### src/rtl/alu_pkg.sv
// Shared ALU control encodings and multiply-sequencer state type.
package alu_pkg;

    localparam int unsigned ALU_CTL_W = 4;

    localparam logic [ALU_CTL_W-1:0] ALU_CTL_AND = 4'b0000;
    localparam logic [ALU_CTL_W-1:0] ALU_CTL_OR  = 4'b0001;
    localparam logic [ALU_CTL_W-1:0] ALU_CTL_ADD = 4'b0010;
    localparam logic [ALU_CTL_W-1:0] ALU_CTL_SUB = 4'b0110;
    localparam logic [ALU_CTL_W-1:0] ALU_CTL_SLT = 4'b0111;
    localparam logic [ALU_CTL_W-1:0] ALU_CTL_NOR = 4'b1100;

    typedef enum logic [1:0] {
        IDLE = 2'd0,
        RUN  = 2'd1,
        DONE = 2'd2
    } mul_state_t;

endpackage

### src/rtl/alu.sv
// Single-cycle ALU: bit 3 inverts a, bit 2 negates b, bits [1:0] pick AND/OR/ADD/SLT.
module alu
    import alu_pkg::*;
#(
    parameter int unsigned XLEN = 32
) (
    input  logic [XLEN-1:0]      a,
    input  logic [XLEN-1:0]      b,
    input  logic [ALU_CTL_W-1:0] alu_ctl,
    output logic [XLEN-1:0]      result,
    output logic                 zero,
    output logic                 overflow
);

    logic [XLEN-1:0] a_op;
    logic [XLEN-1:0] b_op;
    logic [XLEN-1:0] sum;

    always_comb begin
        a_op     = alu_ctl[3] ? ~a : a;
        b_op     = alu_ctl[2] ? ~b : b;
        // b-negate doubles as the carry-in so SUB is a + ~b + 1
        sum      = a_op + b_op + XLEN'(alu_ctl[2]);
        overflow = (a_op[XLEN-1] == b_op[XLEN-1]) && (sum[XLEN-1] != a_op[XLEN-1]);
        case (alu_ctl[1:0])
            2'b00:   result = a_op & b_op;
            2'b01:   result = a_op | b_op;
            2'b10:   result = sum;
            default: result = XLEN'(sum[XLEN-1] ^ overflow);
        endcase
        zero = (result == '0);
    end

endmodule

### src/rtl/alu_mul_top.sv
// Pairs the shared ALU with the multiply sequencer that drives it.
module alu_mul_top
    import alu_pkg::*;
#(
    parameter int unsigned XLEN = 32
) (
    input  logic            clk,
    input  logic            rst,
    input  logic            start_valid,
    output logic            start_ready,
    input  logic [XLEN-1:0] mcand_in,
    input  logic [XLEN-1:0] mplier_in,
    output logic            done_valid,
    input  logic            done_ready,
    output logic [XLEN-1:0] product,
    output logic            busy,
    output logic            alu_zero,
    output logic            alu_overflow
);

    logic [XLEN-1:0]      alu_a;
    logic [XLEN-1:0]      alu_b;
    logic [ALU_CTL_W-1:0] alu_ctl;
    logic [XLEN-1:0]      alu_result;

    alu #(.XLEN(XLEN)) u_alu (
        .a        (alu_a),
        .b        (alu_b),
        .alu_ctl  (alu_ctl),
        .result   (alu_result),
        .zero     (alu_zero),
        .overflow (alu_overflow)
    );

    alu_mul_seq #(.XLEN(XLEN)) u_seq (
        .clk         (clk),
        .rst         (rst),
        .start_valid (start_valid),
        .start_ready (start_ready),
        .mcand_in    (mcand_in),
        .mplier_in   (mplier_in),
        .done_valid  (done_valid),
        .done_ready  (done_ready),
        .product     (product),
        .busy        (busy),
        .alu_a       (alu_a),
        .alu_b       (alu_b),
        .alu_ctl     (alu_ctl),
        .alu_result  (alu_result)
    );

endmodule

### src/rtl/alu_mul_seq.sv
// Shift-and-add multiplier that borrows the shared ALU as its adder.
// Optional `ALU_MUL_SEQ_EARLY_TERM_EN stops RUN once no multiplier bits remain.
module alu_mul_seq
    import alu_pkg::*;
#(
    parameter int unsigned XLEN = 32
) (
    input  logic                 clk,
    input  logic                 rst,
    input  logic                 start_valid,
    output logic                 start_ready,
    input  logic [XLEN-1:0]      mcand_in,
    input  logic [XLEN-1:0]      mplier_in,
    output logic                 done_valid,
    input  logic                 done_ready,
    output logic [XLEN-1:0]      product,
    output logic                 busy,
    output logic [XLEN-1:0]      alu_a,
    output logic [XLEN-1:0]      alu_b,
    output logic [ALU_CTL_W-1:0] alu_ctl,
    input  logic [XLEN-1:0]      alu_result
);

    localparam int unsigned CNT_W = 5;
    localparam logic [CNT_W-1:0] CNT_LAST = CNT_W'(XLEN - 1);

    mul_state_t           state_q, state_d;
    logic [XLEN-1:0]      acc_q, acc_d;
    logic [XLEN-1:0]      mcand_q, mcand_d;
    logic [XLEN-1:0]      mplier_q, mplier_d;
    logic [CNT_W-1:0]     cnt_q, cnt_d;
    logic                 early_exit;
    logic                 start_ready_d;
    logic                 done_valid_d;
    logic                 busy_d;
    logic [XLEN-1:0]      alu_a_d;
    logic [XLEN-1:0]      alu_b_d;
    logic [ALU_CTL_W-1:0] alu_ctl_d;

`ifdef ALU_MUL_SEQ_EARLY_TERM_EN
    assign early_exit = ((mplier_q >> 1) == '0);
`else
    assign early_exit = 1'b0;
`endif

    // Next-state, datapath and registered-output decode
    always_comb begin
        state_d  = state_q;
        acc_d    = acc_q;
        mcand_d  = mcand_q;
        mplier_d = mplier_q;
        cnt_d    = cnt_q;

        case (state_q)
            IDLE: begin
                if (start_valid && start_ready) begin
                    state_d  = RUN;
                    acc_d    = '0;
                    mcand_d  = mcand_in;
                    mplier_d = mplier_in;
                    cnt_d    = '0;
                end
            end
            RUN: begin
                if (mplier_q[0]) begin
                    acc_d = alu_result;
                end
                mcand_d  = mcand_q << 1;
                mplier_d = mplier_q >> 1;
                cnt_d    = cnt_q + CNT_W'(1);
                if ((cnt_q == CNT_LAST) || early_exit) begin
                    state_d = DONE;
                end
            end
            DONE: begin
                if (done_valid && done_ready) begin
                    state_d = IDLE;
                end
            end
            default: state_d = IDLE;
        endcase

        start_ready_d = (state_d == IDLE);
        busy_d        = (state_d != IDLE);
        // Product is offered from the second DONE cycle until it is taken
        done_valid_d  = (state_q == DONE) && (state_d == DONE);
        alu_a_d       = (state_d == RUN) ? acc_d   : '0;
        alu_b_d       = (state_d == RUN) ? mcand_d : '0;
        alu_ctl_d     = (state_d == RUN) ? ALU_CTL_ADD : ALU_CTL_AND;
    end

    always_ff @(posedge clk) begin
        if (rst) begin
            state_q     <= IDLE;
            acc_q       <= '0;
            mcand_q     <= '0;
            mplier_q    <= '0;
            cnt_q       <= '0;
            start_ready <= 1'b1;
            done_valid  <= 1'b0;
            busy        <= 1'b0;
            alu_a       <= '0;
            alu_b       <= '0;
            alu_ctl     <= ALU_CTL_AND;
        end else begin
            state_q     <= state_d;
            acc_q       <= acc_d;
            mcand_q     <= mcand_d;
            mplier_q    <= mplier_d;
            cnt_q       <= cnt_d;
            start_ready <= start_ready_d;
            done_valid  <= done_valid_d;
            busy        <= busy_d;
            alu_a       <= alu_a_d;
            alu_b       <= alu_b_d;
            alu_ctl     <= alu_ctl_d;
        end
    end

    assign product = acc_q;

endmodule

### config.mk
export PLATFORM = sky130hd
export DESIGN_NAME = alu_mul_top
export DESIGN_NICKNAME = d
export VERILOG_FILES = /design/src/rtl/alu_pkg.sv /design/src/rtl/alu.sv /design/src/rtl/alu_mul_top.sv /design/src/rtl/alu_mul_seq.sv
export SDC_FILE = /design/constraint.sdc
export NUM_CORES = 1
export LEC_CHECK = 0
export BUFFER_PORTS_ARGS = -buffer_cell sky130_fd_sc_hd__buf_2
export CORE_UTILIZATION = 60
export DETAILED_ROUTE_END_ITERATION = 10
export GPL_TIMING_DRIVEN = 0
export HOLD_SLACK_MARGIN = 0.05
export PLACE_DENSITY = 0.81
export SKIP_LAST_GASP = 1
export SYNTH_ARGS = -nofsm -noshare
export SYNTH_HDL_FRONTEND = slang
export SYNTH_HIERARCHICAL = 1
export SYNTH_SLANG_ARGS = --single-unit
### constraint.sdc
create_clock -name clk -period 10.4 [get_ports clk]
set_input_delay 0.52 -clock clk [delete_from_list [all_inputs] [get_ports clk]]
set_output_delay 0.52 -clock clk [all_outputs]
set_load 0.01 [all_outputs]
After elaboration in Yosys (flattened, before gate mapping)
Cells that the tools add are included.

Output and inout bits: 37. Input bits: 68. Register bits after elaboration: 174.

Bitwise gates (word level): 6. $add $sub $neg: 3. Reductions and logical operators: 12. Mux-type cells: 17. Equal/unequal tests: 10.

Operators by type and width (number): $mux W32 (6); $pmux W32 S2 (3); $pmux W32 S3 (1); $not A32 Y32 (2); $add A32 B1 Y32 (1); $add A32 B32 Y32 (1); $and A32 B32 Y32 (1); $logic_not A32 Y1 (1); $or A32 B32 Y32 (1); $pmux W5 S2 (1); $mux W2 (4); $eq A2 B1 Y1 const B (3); $eq A2 B2 Y1 const B (3); $logic_not A2 Y1 (3); $pmux W2 S3 (1); $add A5 B1 Y5 const B (1); $eq A5 B5 Y1 const B (1); $mux W5 (1); $logic_and A1 B1 Y1 (4); $reduce_bool A2 Y1 (2); $ne A2 B1 Y1 const B (1); $reduce_and A2 Y1 (1); $reduce_or A2 Y1 (1); $eq A1 B1 Y1 (1); 3 further kinds (3).

Depth between registers and ports, before layout
Gate-level depths: netlist of run 1.

Word-level depth: 10. Mapped depth: 19. Depth with buffers taken out: 15.

By module
The synthesis of run 1 kept the hierarchy.

By module, submodules not included: alu_mul_seq (times used 1, cells an instance 744, area an instance 7171.9 µm², seq. area each 3423.3 µm²); alu (times used 1, cells an instance 593, area an instance 3938.8 µm², seq. area each 0.0 µm²).

Worst setup path after synthesis of run 1
OpenSTA, ideal clock, no wires.

Path kind: flip-flop to output port. Start: reg u_seq.alu_a[0]. End: out alu_zero. Slack: 6.654 ns. Data arrival time: 3.226 ns. Cell stages (with the launch flop): 14. Path buffers: 0. Cell sequence: dfxtp_1 xnor2_4 a21oi_1 fa_1 a21o_1 a221o_2 a22o_1 nor2_1 xor2_1 a31oi_1 or4b_1 nor4_1 nand3_1 nor4_2.

Word-level cells in the longest chain between the ends: 9. Elaborated cells between the ends (all ways): 11. Those cells by class: 2 x add/sub; 1 x eq/ne; 2 x mux; 4 x bitwise; 2 x reduce/logical.

Ends and longest elaborated chain: start, declared (line alu_mul_seq.sv:18) `output logic [XLEN-1:0] alu_a,`; start signal, assigned (line alu_mul_seq.sv:114) `alu_a <= alu_a_d;`; $not A32 Y32 (line alu.sv:20) `a_op = alu_ctl[3] ? ~a : a;`; $mux W32 (*) (line alu.sv:20); $add A32 B32 Y32 (line alu.sv:23) `sum = a_op + b_op + XLEN'(alu_ctl[2]);`; $add A32 B1 Y32 (line alu.sv:23); $ne A1 B1 Y1 (line alu.sv:24) `overflow = (a_op[XLEN-1] == b_op[XLEN-1]) && (sum[XLEN-1] != a_op[XLEN-1]);`; $logic_and A1 B1 Y1 (line alu.sv:24); $xor A1 B1 Y1 (line alu.sv:29) `default: result = XLEN'(sum[XLEN-1] ^ overflow);`; $pmux W32 S3 (*) (line alu.sv:25) `case (alu_ctl[1:0])`; $logic_not A32 Y1 (*) (line alu.sv:31) `zero = (result == '0);`; end, declared (line alu_mul_top.sv:17) `output logic alu_zero,`.

Mark *: on every way between the ends. The rest lies on a longest branch, timed or not.

Final worst setup path of run 1
Start: reg u_seq.alu_b[10]. End: out alu_zero.

Word-level cells in the longest chain between the ends: 9. Elaborated cells between the ends (all ways): 11. Those cells by class: 2 x add/sub; 1 x eq/ne; 2 x mux; 4 x bitwise; 2 x reduce/logical.

Ends and longest elaborated chain: start, declared (line alu_mul_seq.sv:19) `output logic [XLEN-1:0] alu_b,`; start signal, assigned (line alu_mul_seq.sv:115) `alu_b <= alu_b_d;`; $not A32 Y32 (line alu.sv:21) `b_op = alu_ctl[2] ? ~b : b;`; $mux W32 (*) (line alu.sv:21); $add A32 B32 Y32 (line alu.sv:23); $add A32 B1 Y32 (line alu.sv:23); $ne A1 B1 Y1 (line alu.sv:24); $logic_and A1 B1 Y1 (line alu.sv:24); $xor A1 B1 Y1 (line alu.sv:29); $pmux W32 S3 (*) (line alu.sv:25); $logic_not A32 Y1 (*) (line alu.sv:31).

Marked as above.

==> results.md, run 1 <==
- The flow ran to the end, but the final reports show violations.
- The final reports fail on design-rule violations.
- The summed instance area of the synthesized netlist is about 11000 µm².
- By area the synthesized netlist is led by dfxtp_1, ha_1, o21ai_0.
- The dominant combinational cell family by area after synthesis is compound AO/OA/AOI/OAI gates.
- The smallest clock period supported by the final layout is computed as 4.985 ns.
- The sort of element at the end of the critical path is a primary output.
- The core region is 18090 µm².
- The total grt overflow is 0.
- The post-CTS setup buffer count is 0.
- The deepest clock path buffer count is 2.
- The source of the worst hold timing path is mplier_in[31].
- The number of placement rows is 49.
- The number of register bits inferred by synthesis is 171.
- CTS built an H-tree with a depth of 4.
- The number of max-cap violations is 0.
- Counting the buffers created by CTS gives 17.
- The synthesized netlist contains 77 unique library cells.
- The mean routed wirelength per cell is between 15 and 20 µm.
- The transition time of the tightest slew-check pin is between 0.8 and 0.9 ns.
- Relative to the synthesized area, the layout overhead comes to 12.78%.
- The data arrival time of the critical path is around 4.5 ns.
- For hold timing, the worst endpoint is u_seq/mplier_q[31]$_SDFFE_PP0P_.
- Clock latency on the worst-skew pair, taken at its later pin, is 0.45 ns.
- Counting flops with a built-in enable in the synthesized netlist gives 0.
- The total iterations of the first detailed-routing run is 9.
- The aggregate negative setup slack is 0 ns.
- The placed cell area is 11930 µm².
- The min-delay analysis places its worst path in the category in2reg.
- The portion of the post-synthesis area used by sequential elements is 30.81%.
- The clock tree from TritonCTS is built.
- The pin count of the biggest net entering global routing is 20.
- The worst hold path passes through 3 cells.
- The final layout contains 1597 nets.
- In this run the tightest slew margin relative to its limit is 46.17%.
- The simple logic cell fraction of the synthesized area is about 14%.
- In this run the critical register-to-register path is captured at u_seq/alu_a[31]$_SDFF_PP0_.
- The prevailing post-synth register cell is dfxtp_1.
- The reg-to-reg startpoint is u_seq/alu_b[10]$_SDFF_PP0_.
- The number of antenna-violating nets in the routed design is 0.
- The final cycle utilization of the critical path is between 40% and 50%.
- For this run, the number of Yosys warnings is 6.
- Counting the fill cells in the layout gives 1475.
- The count of buffers inserted at the top-level ports is 104.
- The first global-routing pass estimated 53560 µm of wire.
- The number of antenna diodes in the final layout is 0.
- The number of pins exceeding their max-slew limit in the final report is 0.
- The initial utilization of the core area, before any placement, comes to 61.43%.
- Summing the areas of all compound-gate instances in the mapped netlist gives 28.51% of the synthesized area.
- The number of hold-slack violations in the final timing report is 0.
- The detailed-route via count is 10.86k.
- Static timing analysis puts the maximum clock frequency at 200.6 MHz.
- The post-detailed-route DRC marker count is 5.
- After synthesis, the share of flip-flops with an asynchronous set or reset is 0%.
- The floorplan step set the die width to 138.1 µm.
- The critical path in this run is classified as reg2out.
- Synthesis handed over a netlist of approximately 1.3k instances.
- The initial antenna violation count is 0.
- The synthesized netlist devotes 7.185% of its cell area to XOR and XNOR gates.
- The number of gates resized after CTS was 0.
- The largest vdd supply drop is 0.0001204 V.
- The number of global-route vias before repair is 10.12k.
- The count of cells along the worst register-to-register path is 15.
- The top-area cell type share of the netlist area is 30.81%.
- The number of clock sinks is 171.
- Summed over all cells, the static leakage comes to 5.598 nW.
- The combined global-route utilization of all metal layers is 35.28%.
- STA classifies the critical path startpoint as a register.
- The detailed router finished its first iteration with 1245 violations.
- The maximum clock skew at final layout is 0.01649 ns.
- Summed over all nets, the half-perimeter wirelength after detailed placement is about 25000 µm.
- The die area is 19070 µm².
- The top cell type by total area after synthesis is dfxtp_1.
- The reg-to-reg setup timing slack is approximately 6.1 ns.
- The clock transition at the registers of the reported paths is 0.08 ns.
- The count of boundary I/O pins is 105.
- Summing all non-filler instances in the final layout gives an area of 12530 µm².
- The multiplexer area fraction after synthesis is 4.178%.
- The total wire length is roughly 34000 µm.
- The maximum fanout count along the critical path is 9.
- Dividing the detail-routed via count by the number of cells gives roughly 6.4.
- The number of hold buffers added after cts is 0.
- The number of setup violations in the final report is 0.
- Dividing total power by cell area gives a power density of 153.0 nW/µm².
- The adder and majority cell fraction of the synthesized area is between 7 and 8%.
- The die extent in y is 138.1 µm.
- Of the cells placed in the final design, the portion with a size suffix greater than 1 is 14.92%.
- The root buffer selected by CTS is clkbuf_16.
- Each instance of the synthesized netlist takes up on average around 8.3 µm².
- At the worst endpoint, the required time is 9.88 ns.
- Setup repair after global routing left no endpoint under its margin.
- The routability-driven placement congestion ratio is 1.007.
cell families (layout without fill, tap and decap cells):
group	Yosys count	in the layout
compound gates	506	506
fa+ha+maj	67	67
simple gates	275	275
flops	171	171
xor+xnor	89	89
mux	32	32
other cells	1	3
buf+inv	196	332
sequential cells by signal, indices dropped and copies added (netlist names):
signal and count:
u_seq/alu_a 32, u_seq/alu_b 32, u_seq/alu_ctl 1, u_seq/busy 1, u_seq/cnt_q 5, u_seq/done_valid 1
u_seq/mcand_q 32, u_seq/mplier_q 32, u_seq/product 32, u_seq/start_ready 1, u_seq/state_q 2
worst max-delay path by stage:
stage	from	to	slack [ns]
2_1_floorplan	u_seq/alu_a[0]$_SDFF_PP0_	alu_zero	6.65
3_3_place_gp	u_seq/alu_b[10]$_SDFF_PP0_	alu_zero	5.95
3_5_place_dp	u_seq/alu_b[10]$_SDFF_PP0_	alu_zero	5.96
4_1_cts	u_seq/alu_b[10]$_SDFF_PP0_	alu_zero	5.48
5_1_grt	u_seq/alu_b[10]$_SDFF_PP0_	alu_zero	5.22
6_report	u_seq/alu_b[10]$_SDFF_PP0_	alu_zero	5.41
routing by layer:
layer  part of all wire [%]  GRT usage (%)  vias up
li1                       -              -     5026
met1                     43          48.21     5120
met2                     44          56.63      642
met3                    9.9          5.196       73
met4                    3.2          12.89        0
met5                      0              0        -
cells in the mapped netlist (3+ instances only):
cell,n
mux2_2,3
nor2b_1,69
dfxtp_1,171
o41ai_1,3
xor2_1,73
o211ai_1,3
ha_1,66
o31ai_1,3
buf_4,5
and3_1,12
nor4_1,3
a21o_1,9
o21ai_0,147
clkbuf_1,77
o311a_1,31
nand4b_1,3
buf_6,8
o21ai_1,7
nand4_1,7
mux2_4,28
nor2_1,38
a21oi_1,142
a211oi_1,4
a211o_1,4
a221oi_1,5
and3b_1,32
inv_1,76
nand2_1,64
a31oi_1,5
a22oi_1,32
nor3_1,9
xnor2_1,15
nand3_1,16
o22ai_1,51
o221ai_1,3
o21a_1,3
buf_1,6
o21bai_1,34
buf_2,22
worst max-delay path, stage by stage (launching register included):
cell and delay [ns]:
dfxtp_1 0.32, xor2_1 0.36, ha_1 0.31, buf_2 0.17, a21oi_1 0.25, o21ai_1 0.13, a221oi_1 0.41, o32ai_2 0.22
o41ai_4 0.37, o21ai_1 0.22, a311oi_2 0.55, o31ai_1 0.17, nor4_2 0.32, buf_2 0.20
through the flow:
step / instances / hold slack, ns / setup slack, ns / util [%] / total power [W]
3_5_place_dp: 1672 / 0.4692 / 5.961 / 65.94 / 0.001259
4_1_cts: 1704 / 0.3136 / 5.484 / 69.28 / 0.001897
6_report: 1704 / 0.3229 / 5.415 / 69.28 / 0.001918
2_1_floorplan: 1339 / 0.4476 / 6.654 / - / 0.001119
5_1_grt: 1704 / 0.3495 / 5.224 / 69.28 / 0.001993
3_3_place_gp: 1672 / 0.4635 / 5.954 / 65.94 / 0.001252
power breakdown:
group	internal (W)	switching, W
combinational	0.000215	0.000343
clock	0.000324	0.000320
sequential	0.000694	0.0000217
total	0.00123	0.000685
area by class of cell:
cell class                      instances  area (µm²)  share of cell area [%]
Tap cell                              229       286.5                   2.287
Buffer                                118       549.3                   4.383
Inverter                               78       292.8                   2.336
Clock buffer                           17       425.4                   3.395
Multi-Input combinational cell        972        6853                   54.69
Clock inverter                         15       180.2                   1.438
Sequential cell                       171        3423                   27.32
Timing Repair Buffer                  104       520.5                   4.154
placed cells by master (no fill, tap or decap), types with 4 or more instances in the layout:
| cell | count |
|---|---|
| dfxtp_1 | 171 |
| o21ai_0 | 147 |
| a21oi_1 | 142 |
| buf_2 | 126 |
| clkbuf_1 | 77 |
| inv_1 | 76 |
| xor2_1 | 73 |
| nor2b_1 | 69 |
| ha_1 | 66 |
| nand2_1 | 64 |
| o22ai_1 | 51 |
| nor2_1 | 38 |
| o21bai_1 | 34 |
| a22oi_1 | 32 |
| and3b_1 | 32 |
| o311a_1 | 31 |
| mux2_4 | 28 |
| clkbuf_16 | 17 |
| nand3_1 | 16 |
| xnor2_1 | 15 |
| and3_1 | 12 |
| a21o_1 | 9 |
| nor3_1 | 9 |
| buf_6 | 8 |
| nand4_1 | 7 |
| o21ai_1 | 7 |
| clkinv_8 | 6 |
| buf_1 | 6 |
| a221oi_1 | 5 |
| a31oi_1 | 5 |
| buf_4 | 5 |
| clkinv_4 | 4 |
| a211o_1 | 4 |
| a211oi_1 | 4 |
Power figures use the tool's default switching activity.
==> inputs of run 2 (changes only) <==
- ABC_AREA: not set -> 1
- clock period: 10.4 -> 4.85 ns (I/O delays scaled with it)
==> run 2 against run 1 <==
Against the previous run: the flow now finishes without violations; clock power grew 120%; highest routed layer unchanged; final area shrank 0.83%; total power increased by 110%; clock skew decreased by 0.0052 ns; synthesized area down 1.1%; critical path depth is 6 higher; critical endpoint unchanged.
==> results.md, run 2 <==
- The run finished with clean final reports.
- Buffers added to address setup during post-CTS repair amount to 0.
- The data arrival time of the critical path is 3.64 ns.
- The first global-routing pass estimated between 40000 and 50000 µm of wire.
- For the pin with the worst max-slew slack, the measured transition is 0.7713 ns.
- The layout-stage area growth over the synthesis result is 13.06%.
- In this run the biggest area consumer among cell types represents between 30% and 40% of the synthesized area.
- The count of cells in the finished layout, fillers not included, comes to approximately 2.1k.
- The total wire length is 31240 µm.
- The prevailing post-synth register cell is dfxtp_1.
- The reg-to-reg startpoint is u_seq/alu_b[17]$_SDFF_PP0_.
- Setup repair after global routing left no endpoint under its margin.
- The worst-case hold path end point is u_seq/done_valid$_SDFF_PP0_.
- Leaving out fill and tap cells, the most frequent cells in the layout are nand2_1, nor2_1, inv_1, dfxtp_1, buf_2.
- The total power of the final layout is 0.004093 W.
- Of the cells placed in the final design, the portion with a size suffix greater than 1 is 11.70%.
- The placed wire-length estimate after detailed placement is 24420 µm.
- The count of boundary I/O pins is 105.
- The number of max-cap violations is 0.
- In this run the cell area of the synthesized design comes to approximately 11000 µm².
- The final route contains between 10k and 15k vias.
- For this design the ratio of total power to cell area is 329.4 nW/µm².
- The combined global-route utilization of all metal layers is 34.05%.
- During synthesis, Yosys emitted a total of 6 warnings.
- The placed instances occupy a cell area of 11800 µm².
- The clock net in this run drives a total of 171 sinks.
- The total iterations of the first detailed-routing run is 6.
- The core region is 17960 µm².
- Leaving out fill and tap cells, the most frequent cell in the layout is nand2_1.
- Sequential elements use 31.14% of the synthesized area.
- The cell count after placement is 2094.
- Across the VDD grid, the largest voltage drop is about 0.00022 V.
- After clock tree synthesis, the clock-pin slew on the worst setup and hold paths is 0.07 ns.
- The die area is roughly 19000 µm².
- The worst hold path passes through 4 cells.
- Buffers placed on the I/O ports in this run total 103.
- In the final design database the tool counted 2020 nets.
- STA classifies the critical path endpoint as a primary output.
- The count of cells along the worst register-to-register path is 15.
- The root buffer selected by CTS is clkbuf_16.
- Static timing analysis puts the maximum clock frequency at 257.8 MHz.
- The floorplan step set the die height to between 100 and 150 µm.
- In the post-synthesis netlist, the cell with the most instances is nand2_1.
- The end of the worst register-to-register path is u_seq/alu_a[20]$_SDFF_PP0_.
- The number of global-route vias before repair is 10.05k.
- The reg-to-reg setup timing slack is 1.95 ns.
- In this run the static leakage power is 6.239 nW.
- The final period demand of the worst path is 3.879 ns.
- STA classifies the critical path startpoint as a register.
- The largest total area in the synthesized netlist belongs to dfxtp_1.
- Measured against its own limit, the worst slew margin works out to 48.58%.
- The total overflow left after global routing is 0.
- The smallest hold slack is between 0.1 and 0.15 ns.
- The number of pins exceeding their max-slew limit in the final report was 0.
- The number of register bits inferred by synthesis is 171.
- The final cycle utilization of the critical path is between 70 and 80%.
- The maximum clock skew at final layout is 0.01131 ns.
- The horizontal die dimension is approximately 140 µm.
- TritonCTS built the clock tree.
- The aggregate negative setup slack is 0 ns.
- For the worst-skew pair, the clock arrives at the later sink with an insertion delay of 0.44 ns.
- The total of fill cells in the finished design is between 1.5k and 2k.
- The deepest clock path buffer count is 2.
- Setup violations remaining at the end of the flow were counted as 0.
- The mean routed wirelength per cell is 14.69 µm.
- The source of the worst hold timing path is done_ready.
- The finished cells cover 12430 µm².
- Entering global routing, the biggest net connects 21 pins.
- The average instance in the mapped netlist occupies 6.245 µm².
- Buffers inserted to repair hold after CTS numbered 1.
- The number of placement rows is 49.
- The DRC marker count from the first detailed-route iteration is 930.
- Synthesis produced about 1.8k cells.
- After clock tree synthesis, the repair step resized 0 gates.
- STA puts the critical path data required time at around 4.6 ns.
- The initial antenna violation count is 0.
- The initial core utilization is 61.19%.
- The distinct cell type count after synthesis is roughly 40.
- The class of the most critical hold timing path is in2reg.
- Yosys mapped a number of flops with a built-in enable equal to 0.
- After synthesis, the most frequently instantiated cells are nand2_1, nor2_1, inv_1.
- The number of antenna diodes is 0.
- By area the synthesized netlist is led by dfxtp_1, nand2_1, nor2_1.
- In this run, CTS created clock tree buffers numbering 17.
- The maximum fanout count along the critical path is 5.
- For this run, asynchronously set or reset flops after synthesis account for 0%.
- The classification of the worst setup path is reg2out.
- The number of vias per cell is 5.214.
- The routability-driven placement congestion ratio is between 1 and 1.5.
- The H-tree depth reported by CTS is 4.
- The number of antenna-violating nets in the routed design is 0.
- The number of hold-slack violations in the final timing report is 0.
- The post-detailed-route DRC marker count is 0.
-- run 2: changes by cell type in the layout (fill, tap and decap cells not counted), moves of 31 or more --
cell      delta
a21oi_1     -36
a22oi_1     -32
and3b_1     -32
clkbuf_1    -32
inv_1      +139
nand2_1    +482
nand3_1     +72
nor2_1     +215
nor2b_1     -69
o21ai_0     -87
o22ai_1     -40
o311a_1     -31
xnor2_1     +45
xor2_1      -70
-- run 2: logic make-up (layout without fill, tap and decap cells) --
group                      count (synthesis)  in the layout  share of synthesized area [%]
and+or+nand+nor                          953            953                          35.29
adders and majority gates                 67             67                          7.695
other                                      1              3                        0.03412
xor gates and xnor gates                  64             64                          5.168
buffers and inverters                    304            440                          10.87
AOI/OAI and AO/OA                        200            200                          9.801
DFF                                      171            171                          31.14
-- run 2: worst max path at each step --
stage | startpoint | endpoint | slack [ns] | cells after the start
after floorplan | u_seq/alu_a[1]$_SDFF_PP0_ | alu_zero | 2.43 | 15
after global placement | u_seq/alu_b[17]$_SDFF_PP0_ | alu_zero | 1.48 | 18
after detailed placement | u_seq/alu_b[17]$_SDFF_PP0_ | alu_zero | 1.52 | 18
after CTS | u_seq/alu_b[17]$_SDFF_PP0_ | alu_zero | 0.99 | 18
after global routing | u_seq/alu_b[17]$_SDFF_PP0_ | alu_zero | 0.70 | 18
final | u_seq/alu_b[9]$_SDFF_PP0_ | alu_zero | 0.97 | 19
-- run 2: critical path, stage by stage (launching register included) --
cell     delay [ns]
dfxtp_1        0.31
xnor2_1        0.36
inv_1          0.08
ha_1           0.35
nand2_1        0.17
nor2_1         0.34
and2_1         0.20
nand2_1        0.07
nand2_2        0.10
nand2_1        0.13
nand2_1        0.10
nand2_1        0.07
nand3_2        0.08
nand2_2        0.06
inv_2          0.04
nand3_1        0.08
nor2_1         0.17
nand3_1        0.19
nor2_1         0.15
buf_2          0.15
-- run 2: through the flow --
stage               utilization [%]  setup WS [ns]
floorplan                         -          2.435
global placement              65.70          1.482
detailed placement            65.70          1.522
CTS                           69.18         0.9947
global route                  69.18         0.7006
finish                        69.18         0.9708
-- run 2: layout make-up --
cell class	count	area [µm²]	area share [%]
buffer	77	342.8	2.759
clock buffer	17	425.4	3.423
clock inverter	15	190.2	1.530
inverter	227	852.1	6.857
multi-input combinational	1287	6381	51.35
sequential	171	3423	27.55
tap	229	286.5	2.306
timing repair buffer	104	525.5	4.229
-- run 2: routing by layer --
layer | vias to the layer above | wire [µm] | global-route usage, %
met5 | - | 0 | 0
met2 | 395 | 14970 | 59.18
met3 | 69 | 2058 | 6.586
met4 | 0 | 1238 | 16.67
met1 | 4953 | 12970 | 39.94
li1 | 5673 | - | -
-- run 2: power breakdown --
group          total, W  internal, W  switching [W]
Clock           0.00140     0.000705       0.000696
Combinational   0.00116     0.000376       0.000787
Sequential      0.00153      0.00149      0.0000420
==> inputs of run 3 (changes only) <==
- CORE_UTILIZATION: 60 -> 55
- PLACE_DENSITY: 0.81 -> 0.78
- clock period: 4.85 -> 3.47 ns (I/O delays scaled with it)
==> run 3 against run 2 <==
Against the previous run: combinational power up 56%; clock skew grew 0.0025 ns; register-to-register slack worse by 1.2 ns; critical path depth is the same; core utilization decreased by 1.7 points; die area increased by 9.0%; non-clock buffer count rose by 14; clock-buffer cell count is the same; largest cell class unchanged.
==> results.md, run 3 (synthesized netlist as in run 2, its figures left out) <==
- The pin count of the biggest net entering global routing is 20.
- In the final layout, the share of cells above drive strength 1 is 16.89%.
- The horizontal die dimension is 143.4 µm.
- In the finished design, the share of the clock period the worst path needs comes to 97.81%.
- The tree built by TritonCTS fans out to 171 sinks.
- The cell with the largest stage delay on the worst path is ha_4.
- CTS built an H-tree with a depth of 4.
- The worst-case IR drop observed on VDD is ~0.00033 V.
- For this block, the initial DRC count from the detailed router was around 800.
- The core region is 19530 µm².
- The smallest hold slack is 0.05365 ns.
- The worst setup path is of the reg2out kind.
- At the end of the flow, the number of nets in the layout was 2034.
- Across the run, the number of max-cap violations was 0.
- At the end of routability-driven placement, the weighted congestion stood at 0.9738.
- The transition time of the tightest slew-check pin is 0.8086 ns.
- The total iterations of the first detailed-routing run is 7.
- The total wire length is 33160 µm.
- Among cell families on the critical path, the largest total delay comes from simple AND/OR/NAND/NOR gates.
- The number of hold-slack violations in the final timing report is 0.
- The number of placement rows is 51.
- Walking the worst path, the cells encountered are xnor2_1, inv_1, ha_4, nand2_2, nor2_2, and2_1, nand2_1, nand2_2, nand2_1, nand2_1, nand2_1, nand3_2, nand2_2, inv_2, nand3_1, nor2_2, nand3_2, nor2_1, buf_2.
- The post-detailed-route DRC marker count is 0.
- The sort of element at the end of the critical path is a primary output.
- The count of buffering cells on the critical path with inverters included is 3.
- Clock tree synthesis inserted a total of 17 buffers.
- In this run the power density over the cells is 447.3 nW/µm².
- The die area is 20560 µm².
- The detail route stage leaves a number of antenna-violating nets equal to 0.
- The combined global-route utilization of all metal layers is 31.88%.
- Counting the fill cells in the layout gives 1712.
- 0 antenna diodes ended up in the layout.
- The first global-routing pass estimated 50500 µm of wire.
- The flow ran to the end, and the final reports show no timing, DRC or antenna violations.
- Clock latency on the worst-skew pair, taken at its later pin, is roughly 0.44 ns.
- The kind of launch point of the worst setup path is a register.
- Leaving out fill and tap cells, the most frequent cell in the layout is nand2_1.
- Once the floorplan was initialized, standard cells occupied a little under three fifths of the core.
- The clock passes through at most 2 buffers.
- The die extent in y is between 100 and 150 µm.
- The number of global-route vias before repair is slightly above 10k.
- The detailed-route via count is 11.27k.
- In this design, the critical path's most frequently occurring cell is nand2_1.
- The minimum setup slack after placement is slightly below 0.3 ns.
- Detailed placement ended at an HPWL of between 20000 and 25000 µm.
- Leaving out fill and tap cells, the most frequent cells in the layout are nand2_1, nor2_1, inv_1, dfxtp_1, buf_2.
- The count of buffers inserted at the top-level ports is 103.
- For this design the static power due to leakage is 6.441 nW.
- Clock skew on the completed layout was measured at 0.01379 ns.
- Setup violations remaining at the end of the flow were counted as 0.
- Along the worst path, the maximum fanout reaches 5.
- After detailed routing, the average wire length per cell comes to ~15 µm.
- Total power for the finished layout comes to between 0.005 and 0.006 W.
- The clock period could shrink to between 3 and 4 ns.
- For the worst setup path, the data arrival time is 3.22 ns.
- Clock-pin slew was measured on the worst setup and hold paths at 0.08 ns.
- The highest clock rate is roughly 290 MHz.
- The worst hold path belongs to the class in2reg.
- Relative to the synthesized area, the layout overhead comes to 19.81%.
- The clock tree from TritonCTS is built.
- Summed over all layers, the global routing overflow is 0.
- The worst setup slack after layout is 0.07583 ns.
- The data required time at the worst endpoint is around 3.3 ns.
- After the flow finishes, the layout carries non-filler instances totaling 2177.
- The peak per-stage delay on the critical path is 0.32 ns.
- The number of pins exceeding their max-slew limit in the final report came to 0.
- The initial antenna violation count was 1.
- The count of boundary I/O pins is 105.
- The worst slew margin relative to its limit is 46.10%.
- The root buffer selected by CTS is clkbuf_16.
- Including well taps, the total number of placed cells is 2130.
- The number of vias per cell is between 5 and 6.
-- run 3: cell count changes in the layout (fill, tap and decap cells not counted), moves of 8 or more --
cell | before | now
xnor2_2 | 1 | 27
xnor2_1 | 60 | 34
a21oi_1 | 106 | 96
ha_4 | 0 | 15
ha_1 | 66 | 46
nor2_1 | 253 | 245
nand2_1 | 546 | 531
nand2_2 | 15 | 28
a21oi_2 | 3 | 13
-- run 3: repair_timing --
item,CTS,global route
setup endpoints to repair,1,1
hold buffers,8,0
setup buffers,0,7
pin swaps,0,18
hold endpoints to repair,9,0
resized for setup,19,98
-- run 3: layout make-up --
| cell class | instances | area [µm²] | area share, % |
|---|---|---|---|
| Tap cell | 265 | 331.6 | 2.518 |
| Timing Repair Buffer | 118 | 648.1 | 4.922 |
| Buffer | 77 | 342.8 | 2.603 |
| Multi-Input combinational cell | 1287 | 6968 | 52.91 |
| Inverter | 227 | 852.1 | 6.470 |
| Clock buffer | 17 | 425.4 | 3.230 |
| Clock inverter | 15 | 177.7 | 1.349 |
| Sequential cell | 171 | 3423 | 26.00 |
-- run 3: through the flow --
stage	cell area (µm²)	util (%)	setup TNS (ns)
after floorplan	11000	-	0
after global placement	11850	60.67	0
after detailed placement	11850	60.67	0
after CTS	12650	64.78	0
after global routing	13170	67.44	-0.06977
final	13170	67.44	0
-- run 3: per-layer routing --
metal | global-route usage (%) | wire length [µm]
met1 | 38.17 | 13890
met2 | 56.31 | 16330
met3 | 5.598 | 1890
met4 | 12.65 | 1053
met5 | 0 | 0
-- run 3: worst min-delay path, cell delays in order --
cell	delay, ns
buf_2	0.07
nand2_1	0.04
nand2_1	0.06
nor2_1	0.03
nor2_1	0.08
-- run 3: worst paths after layout --
kind / from / end / slack [ns] / cells after the start
worst max register to register: u_seq/alu_ctl[1]$_SDFF_PP0_ / u_seq/product[12]$_SDFF_PP0_ / 0.79 / 9
worst min-delay path: mplier_in[15] / u_seq/mplier_q[15]$_SDFFE_PP0P_ / 0.05 / 5
worst min register to register: u_seq/mplier_q[31]$_SDFFE_PP0P_ / u_seq/mplier_q[31]$_SDFFE_PP0P_ / 0.47 / 2
worst max-delay path: u_seq/alu_a[10]$_SDFF_PP0_ / alu_zero / 0.08 / 19
-- run 3: power breakdown --
group | switching, W | total, W | internal (W)
clock | 0.000963 | 0.00194 | 0.000975
sequential | 0.0000643 | 0.00214 | 0.00208
combinational | 0.00118 | 0.00181 | 0.000628
total | 0.00221 | 0.00589 | 0.00368
